==> src/rtl/bullet_engine.sv <==
// ============================================================================
// Module   : bullet_engine
// Purpose  : single-bullet projectile engine (spawn, flight, wall/enemy impact,
//            re-fire cooldown, per-pixel bullet flag). Optional BULLET_SCORE_EN
//            adds a saturating enemy-hit score output.
// Revision : 1.0 - initial release
// ============================================================================
`default_nettype none

module bullet_engine #(
    parameter int unsigned SPEED    = 4,
    parameter int unsigned B_SIZE   = 8,
    parameter int unsigned T_SIZE   = 32,
    parameter int unsigned X_MAX    = 639,
    parameter int unsigned Y_MAX    = 479,
    parameter int unsigned COOLDOWN = 15
) (
    input  logic       Clk,
    input  logic       Reset_n,
    input  logic       frame_clk,
    input  logic       is_shooting,
    input  logic [2:0] tank_dir,
    input  logic [9:0] tank_X,
    input  logic [9:0] tank_Y,
    input  logic [9:0] enemy_X,
    input  logic [9:0] enemy_Y,
    input  logic [9:0] DrawX,
    input  logic [9:0] DrawY,
    output logic [9:0] bullet_X,
    output logic [9:0] bullet_Y,
    output logic       bullet_active,
    output logic       is_bullet,
    output logic       hit,
    output logic       enemy_hit
`ifdef BULLET_SCORE_EN
    ,
    output logic [7:0] score
`endif
);

    localparam logic signed [10:0] SPD = 11'(SPEED);
    localparam logic signed [10:0] BSZ = 11'(B_SIZE);
    localparam logic signed [10:0] TSZ = 11'(T_SIZE);
    localparam logic signed [10:0] XM  = 11'(X_MAX);
    localparam logic signed [10:0] YM  = 11'(Y_MAX);
    localparam logic [10:0]        BU  = 11'(B_SIZE);
    localparam logic [10:0]        TU  = 11'(T_SIZE);
    localparam logic [10:0]        XU1 = 11'(X_MAX + 1);
    localparam logic [10:0]        YU1 = 11'(Y_MAX + 1);
    localparam logic [9:0]         B10 = 10'(B_SIZE);
    localparam logic [9:0]         T10 = 10'(T_SIZE);
    localparam logic [9:0]         OFF = 10'((T_SIZE - B_SIZE) / 2);
    localparam logic [7:0]         CD  = 8'(COOLDOWN);

    typedef enum logic [1:0] {
        IDLE = 2'd0,
        FLY  = 2'd1,
        COOL = 2'd2
    } state_t;

    state_t      state;
    logic        frame_d;
    logic        tick;
    logic        arm;
    logic [2:0]  dir;
    logic [7:0]  cnt;

    logic [10:0]        tx, ty;
    logic [9:0]         spawn_x, spawn_y;
    logic               spawn_off, dir_ok;
    logic signed [10:0] bx, by, ex, ey, nx, ny;
    logic               wall, enemy;

    always_comb begin
        tx        = {1'b0, tank_X};
        ty        = {1'b0, tank_Y};
        spawn_x   = tank_X + OFF;
        spawn_y   = tank_Y - B10;
        spawn_off = 1'b0;
        dir_ok    = 1'b1;
        case (tank_dir)
            3'd1: begin
                spawn_x   = tank_X + OFF;
                spawn_y   = tank_Y - B10;
                spawn_off = ty < BU;
            end
            3'd2: begin
                spawn_x   = tank_X + T10;
                spawn_y   = tank_Y + OFF;
                spawn_off = (tx + TU + BU) > XU1;
            end
            3'd3: begin
                spawn_x   = tank_X - B10;
                spawn_y   = tank_Y + OFF;
                spawn_off = tx < BU;
            end
            3'd4: begin
                spawn_x   = tank_X + OFF;
                spawn_y   = tank_Y + T10;
                spawn_off = (ty + TU + BU) > YU1;
            end
            default: dir_ok = 1'b0;
        endcase
    end

    // Next position is signed so an underflow reads as negative, not as a huge column.
    always_comb begin
        bx = signed'({1'b0, bullet_X});
        by = signed'({1'b0, bullet_Y});
        ex = signed'({1'b0, enemy_X});
        ey = signed'({1'b0, enemy_Y});
        nx = bx;
        ny = by;
        case (dir)
            3'd1:    ny = by - SPD;
            3'd2:    nx = bx + SPD;
            3'd3:    nx = bx - SPD;
            default: ny = by + SPD;
        endcase
        wall  = (nx < 11'sd0) | (ny < 11'sd0) |
                ((nx + BSZ - 11'sd1) > XM) | ((ny + BSZ - 11'sd1) > YM);
        enemy = (nx <= ex + TSZ - 11'sd1) & (nx + BSZ - 11'sd1 >= ex) &
                (ny <= ey + TSZ - 11'sd1) & (ny + BSZ - 11'sd1 >= ey);
    end

    assign is_bullet = bullet_active & ((DrawX - bullet_X) < B10) & ((DrawY - bullet_Y) < B10);

    always_ff @(posedge Clk) begin
        if (!Reset_n) begin
            state         <= IDLE;
            frame_d       <= 1'b0;
            tick          <= 1'b0;
            arm           <= 1'b1;
            dir           <= 3'd1;
            cnt           <= 8'd0;
            bullet_X      <= 10'd0;
            bullet_Y      <= 10'd0;
            bullet_active <= 1'b0;
            hit           <= 1'b0;
            enemy_hit     <= 1'b0;
        end else begin
            frame_d   <= frame_clk;
            tick      <= frame_clk & ~frame_d;
            hit       <= 1'b0;
            enemy_hit <= 1'b0;
            if (tick) begin
                if (!is_shooting) begin
                    arm <= 1'b1;
                end
                case (state)
                    IDLE: begin
                        if (is_shooting && arm && dir_ok) begin
                            dir <= tank_dir;
                            arm <= 1'b0;
                            if (spawn_off) begin
                                hit   <= 1'b1;
                                cnt   <= CD;
                                state <= COOL;
                            end else begin
                                bullet_X      <= spawn_x;
                                bullet_Y      <= spawn_y;
                                bullet_active <= 1'b1;
                                state         <= FLY;
                            end
                        end
                    end
                    FLY: begin
                        if (enemy || wall) begin
                            enemy_hit     <= enemy;
                            hit           <= ~enemy;
                            bullet_active <= 1'b0;
                            cnt           <= CD;
                            state         <= COOL;
                        end else begin
                            bullet_X <= nx[9:0];
                            bullet_Y <= ny[9:0];
                        end
                    end
                    COOL: begin
                        if (cnt <= 8'd1) begin
                            cnt   <= 8'd0;
                            state <= IDLE;
                        end else begin
                            cnt <= cnt - 8'd1;
                        end
                    end
                    default: state <= IDLE;
                endcase
            end
        end
    end

`ifdef BULLET_SCORE_EN
    always_ff @(posedge Clk) begin
        if (!Reset_n) begin
            score <= 8'd0;
        end else if (enemy_hit && score != 8'hFF) begin
            score <= score + 8'd1;
        end
    end
`endif

endmodule

`default_nettype wire

==> config.mk <==
export PLATFORM = sky130hd
export DESIGN_NAME = bullet_engine
export DESIGN_NICKNAME = d
export VERILOG_FILES = /design/src/rtl/bullet_engine.sv
export SDC_FILE = /design/constraint.sdc
export NUM_CORES = 1
export LEC_CHECK = 0
export ABC_AREA = 0
export CAP_MARGIN = 20
export CELL_PAD_IN_SITES_DETAIL_PLACEMENT = 1
export CELL_PAD_IN_SITES_GLOBAL_PLACEMENT = 1
export CORE_MARGIN = 2
export CORE_UTILIZATION = 42
export DETAILED_ROUTE_END_ITERATION = 10
export PLACE_DENSITY_LB_ADDON = 0.25
export SETUP_SLACK_MARGIN = 0.15
export SYNTH_ARGS = -nofsm -noshare
export SYNTH_HDL_FRONTEND = slang
export SYNTH_SLANG_ARGS = --single-unit
==> constraint.sdc <==
create_clock -name Clk -period 9.4 [get_ports Clk]
set_input_delay 1.41 -clock Clk [delete_from_list [all_inputs] [get_ports Clk]]
set_output_delay 1.41 -clock Clk [all_outputs]
set_load 0.02 [all_outputs]
* Word-level counts from Yosys, hierarchy flattened
Cells that the tools add are included.
** Storage, ports and cells
- Bits in registers :: 39
- Logic and storage cells :: 128
- Output and inout bits :: 24
** Operators by class
- Reduce and logical (&&, ||, !) cells :: 16
- Add/subtract/negate cells :: 25
- Bitwise operators :: 11
- Magnitude comparators :: 15
- Mux-type cells :: 35
- Equal/unequal tests :: 15
** Operators with widths (number)
- $pmux W10 S2 :: 4
- $mux W10 :: 6
- $add A10 B6 Y11 const B :: 4
- $pmux W11 S2 :: 2
- $sub A11 B2 Y11 const B :: 4
- $lt A10 B4 Y1 const B :: 4
- $mux W8 :: 4
- $pmux W8 S3 :: 1
- $add A10 B3 Y11 const B :: 2
- $add A11 B4 Y11 const B :: 2
- $add A11 B5 Y11 const B :: 2
- $ge A11 B11 Y1 :: 2
- $gt A11 B10 Y1 const B :: 2
- $le A11 B11 Y1 :: 2
- $lt A11 B1 Y1 const B :: 2
- $sub A10 B3 Y11 const B :: 2
- $add A10 B4 Y10 const B :: 2
- $add A10 B6 Y10 const B :: 2
- $sub A10 B10 Y10 :: 2
- $sub A10 B4 Y10 const B :: 2
- $reduce_and A5 Y1 :: 3
- $eq A3 B2 Y1 const B :: 4
- $ne A2 B2 Y1 const B :: 6
- $gt A11 B11 Y1 const B :: 1
- other kinds (25) :: 50

* Logic depth before layout (Yosys ltp)
- Word-level depth :: 11
- Depth in mapped cells :: 19
- Gate-level depth less buffers :: 18

* Worst setup path after synthesis
Ideal clock, no wire load.
- Path type :: reg2reg
- Start :: register dir[2]
- End :: register bullet_Y[3]
- Arrival :: 4851 ps
- Clock period less this slack :: 4923 ps
- Cell stages (with the launch flop) :: 20
- Library setup time :: 72 ps
- Slack :: 4477 ps
- Cell sequence :: dfxtp_1 -> nor3b_1 -> ha_1 -> a211oi_1 -> nor2_1 -> o22ai_1 -> mux2i_1 -> inv_1 -> ha_1 -> nand2b_1 -> a2111o_1 -> nor2b_1 -> or4_1 -> a31oi_1 -> a211oi_1 -> and3_1 -> a21oi_1 -> a21oi_2 -> buf_6 -> mux2i_1
** Between the ends
- Cells in the longest elaborated chain, start to end :: 11
- Elaborated cells between the ends (all ways) :: 29
- Classes of those cells :: add/sub: 4; order compare: 8; eq/ne: 4; mux: 4; bitwise: 6; reduce/logical: 3
** RTL lines
- start: declaration :: line 65 : logic [2:0] dir;
- start signal: assignment :: line 153 : dir <= tank_dir;
- $eq A3 B2 Y1 :: line 114 : case (dir)
- $pmux W11 S2 :: line 114
- $add A11 B5 Y11 :: line 121, 122
- $sub A11 B2 Y11 :: line 121, 122
- $ge A11 B11 Y1 :: line 122 : enemy = (nx <= ex + TSZ - 11'sd1) & (nx + BSZ - 11'sd1 >= ex) &
- $and A1 B1 Y1 (2 in series) :: line 122
- $and A1 B1 Y1 :: line 123 : (ny <= ey + TSZ - 11'sd1) & (ny + BSZ - 11'sd1 >= ey);
- $logic_or A1 B1 Y1 :: line 168 : if (enemy || wall) begin
- $ne A2 B2 Y1 (no source line)
- $reduce_and A5 Y1 (no source line)
- end signal: assignment :: line 161 : bullet_Y <= spawn_y;
- end signal: assignment :: line 176 : bullet_Y <= ny[9:0];
- end: declaration :: line 30 : output logic [9:0] bullet_Y,
Parallel ways exist; a longest one is shown, timed or not. The select of a mux whose other input is x is not followed.
A chain may end at the register's enable or synchronous reset.

* Final worst setup path
- Start :: input port DrawX[1]
- End :: output port is_bullet
** Between the ends
- Cells in the longest elaborated chain, start to end :: 4
** RTL lines
- start: declaration :: line 27 : input logic [9:0] DrawX,
- $sub A10 B10 Y10 :: line 126 : assign is_bullet = bullet_active & ((DrawX - bullet_X) < B10) & ((DrawY - bullet_Y) < B10);
- $lt A10 B4 Y1 :: line 126
- $and A1 B1 Y1 (2 in series) :: line 126
- end: declaration :: line 32 : output logic is_bullet,
Every way passes these cells.

==> impl_metrics.tcl <==
set metrics [dict create \
    ys.flop_type "dfxtp_1" \
    nFillCells 1896 \
    die_area_um2 16500 \
    power_mw 0.804 \
    status "complete, no violations" \
    clock-skew-final_ps 4.91 \
    met2WireLength_um 9010 \
    gp_congestion 0.840 \
    worstPathCellList "clkdlybuf4s50_1 -> ha_1 -> a21o_1 -> a21oi_1 -> o21bai_1 -> a21o_1 -> a21o_1 -> a21oi_1 -> nand4b_1 -> o211ai_1 -> o2111a_1 -> clkdlybuf4s50_1" \
    fin_cells 1138 \
    drive_gt1_frac 0.0305 \
    fmax_mhz 169 \
    setup-tns-final_ps 0 \
    syn_area_um2 6510 \
    cp_slowest_cell "clkdlybuf4s50_1" \
    grt_max_degree 49 \
    clkLatencyLatePin_ps 290 \
    post_cts_buffers 0 \
    synth.top_cell.area_share 0.190 \
    yosysUniqueCellTypes 82 \
    tightest_slew_ps 1130 \
    whs_endpoint "tick" \
    met1_length_um 10100 \
    cts.htree.levels 2 \
    worstSetupStartpointType "input pin" \
    drt-total-wl_um 20200 \
    hold_buffers 0 \
    cts-resized-gates 0 \
    wl_per_cell_um 17.8 \
    gr-total-overflow 0 \
    cp_top_family "compound AO/OA/AOI/OAI gates" \
    cts.clk_slew.worst_paths_ps 60 \
    grt_pass1_vias 6506 \
    ys_ff_latch 39 \
    synth.top_cells.by_count "ha_1, inv_1, nand2_1, nor2_1, xnor2_1" \
    fin_hold_ws_ps 385 \
    synth_edf_count 0 \
    pin_count 91 \
    crit_path_frequent_cell "a21o_1" \
    grtUsageTotal 0.242 \
    antenna_found_initial 0 \
    avgViaCountPerCell 5.93 \
    cts_tree "built" \
    ff2ff_setup_slack_ps 3890 \
    p_per_area_nw_per_um2 104 \
    drt_drc_violations_left 0 \
    coreArea_um2 15200 \
    initial_core_util 0.428 \
    layout.nets 1117 \
    register_area_um2 781 \
    die_h_um 129 \
    syn_inst 879 \
    synth_most_common_cell "ha_1" \
    arrival_ps 4500 \
    antennaDiodeCount 0 \
    synth_area_leaders "ha_1, dfxtp_1, xnor2_1, inv_1, nand2_1" \
    crit_type "input pin to output port" \
    root_buffer "clkbuf_16" \
    top_layer_used "met4" \
    area_growth_pct 18.6 \
    mappedNetlistNets 1047 \
    hp-class "flip-flop to flip-flop" \
    cp_max_fo 3 \
    worstHoldStart "frame_d" \
    peakVddDrop_uv 75.8 \
    multiInputGateArea_um2 5300 \
    reg2reg_from "dir[2]" \
    drv_cap 0 \
    r2r_end "cnt[0]" \
    drt-initial-drc-count 429 \
    clock_path_buffers 2 \
    crit_path_end_kind "output port" \
    critPathMaxStageDelay_ps 600 \
    cp.required_ps 7990 \
    cts_sinks 39 \
    hold_violations 0 \
    ys_warn_count 0 \
    std_cell_rows 45 \
    cts_buffers 5 \
    hold_depth 1 \
    wl_met3_um 866 \
    yosys.area.top_type "ha_1" \
    antenna_left 0 \
    finalSetupViolations 0 \
    port_buffers 90 \
    synth_area_per_cell_um2 7.41 \
    fin_crit_sh 0.629 \
    drv_slew 0 \
    first_pass_iters 5 \
    leakage_nw 3.25 \
    path_buf_inv 2 \
    grt_pass1_wl_um 32800 \
    dp_cells 1129 \
    r2r_cells 18 \
    routed-via-count 6753 \
    layout_min_cycle_time_ps 5910 \
    rsz0062_at_grt "no" \
    dp_hpwl_um 16500 \
    relSlewSlack 0.244 \
    synthArstFlopShare 0 \
    die_w_um 129 \
    seq_area_frac_synth 0.120 \
]
layout make-up:
cell class	instances	share of cell area
multi-input cells	732	0.686
repair buffers	96	0.123
flip-flops and latches	39	0.101
inverters	75	0.0365
well taps	188	0.0305
clock buffers	6	0.0180
clock inverters	2	0.00454
power by group:
group          switching (mW)  total (mW)  internal [mW]  leakage [nW]
Clock                  0.0679       0.200          0.132        0.0868
Sequential            0.00988       0.181          0.171         0.316
Combinational           0.244       0.424          0.180          2.85
Total                   0.322       0.804          0.483          3.25
cells in the final DEF, fill, tap and decap left out, drive strengths merged, types with 29 or more instances in the layout:
| cell type | synthesis | routed |
|---|---|---|
| nor3 | 29 | 29 |
| ha | 99 | 99 |
| clkdlybuf4s50 | 0 | 90 |
| nand2 | 74 | 74 |
| o21ai | 40 | 40 |
| a21oi | 43 | 43 |
| dfxtp | 39 | 39 |
| nand3 | 34 | 34 |
| o211ai | 30 | 30 |
| xnor2 | 45 | 45 |
| nor2 | 67 | 67 |
| inv | 74 | 74 |
through the flow:
step / cell area (um2) / util / worst slack (ps)
floorplan: 6510 / - / 4480
global placement: 7530 / 0.495 / 3540
detailed placement: 7530 / 0.495 / 3510
CTS: 7710 / 0.507 / 3490
global route: 7720 / 0.508 / 3300
finish: 7720 / 0.508 / 3490
cell families after synthesis:
kind of cell	synth area share
multiplexers	0.0388
flip-flops	0.120
buffers and inverters	0.0671
AND/OR/NAND/NOR	0.239
adder cells (fa/ha/maj)	0.198
XOR/XNOR	0.0832
AO/OA/AOI/OAI	0.254
state kept, by name (all words and copies together) (netlist names):
| name | flops |
|---|---|
| arm | 1 |
| tick | 1 |
| hit | 1 |
| bullet_Y | 10 |
| bullet_active | 1 |
| enemy_hit | 1 |
| cnt | 8 |
| state | 2 |
| bullet_X | 10 |
| dir | 3 |
| frame_d | 1 |
routing by layer:
metal | up-vias | track usage
li1 | 3359 | -
met1 | 3220 | 0.351
met2 | 162 | 0.399
met3 | 12 | 0.0154
met4 | 0 | 0.0486
met5 | - | 0
worst max path at each step:
stage                     depth (start not counted)      from           to  slack (ps)
after floorplan                                  19    dir[2]  bullet_Y[3]        4480
after global placement                           12  DrawX[1]    is_bullet        3540
after detailed placement                         12  DrawX[1]    is_bullet        3510
after CTS                                        12  DrawX[1]    is_bullet        3490
after global routing                             12  DrawX[1]    is_bullet        3300
final                                            12  DrawX[1]    is_bullet        3490
(Power assumes the default switching activity.)
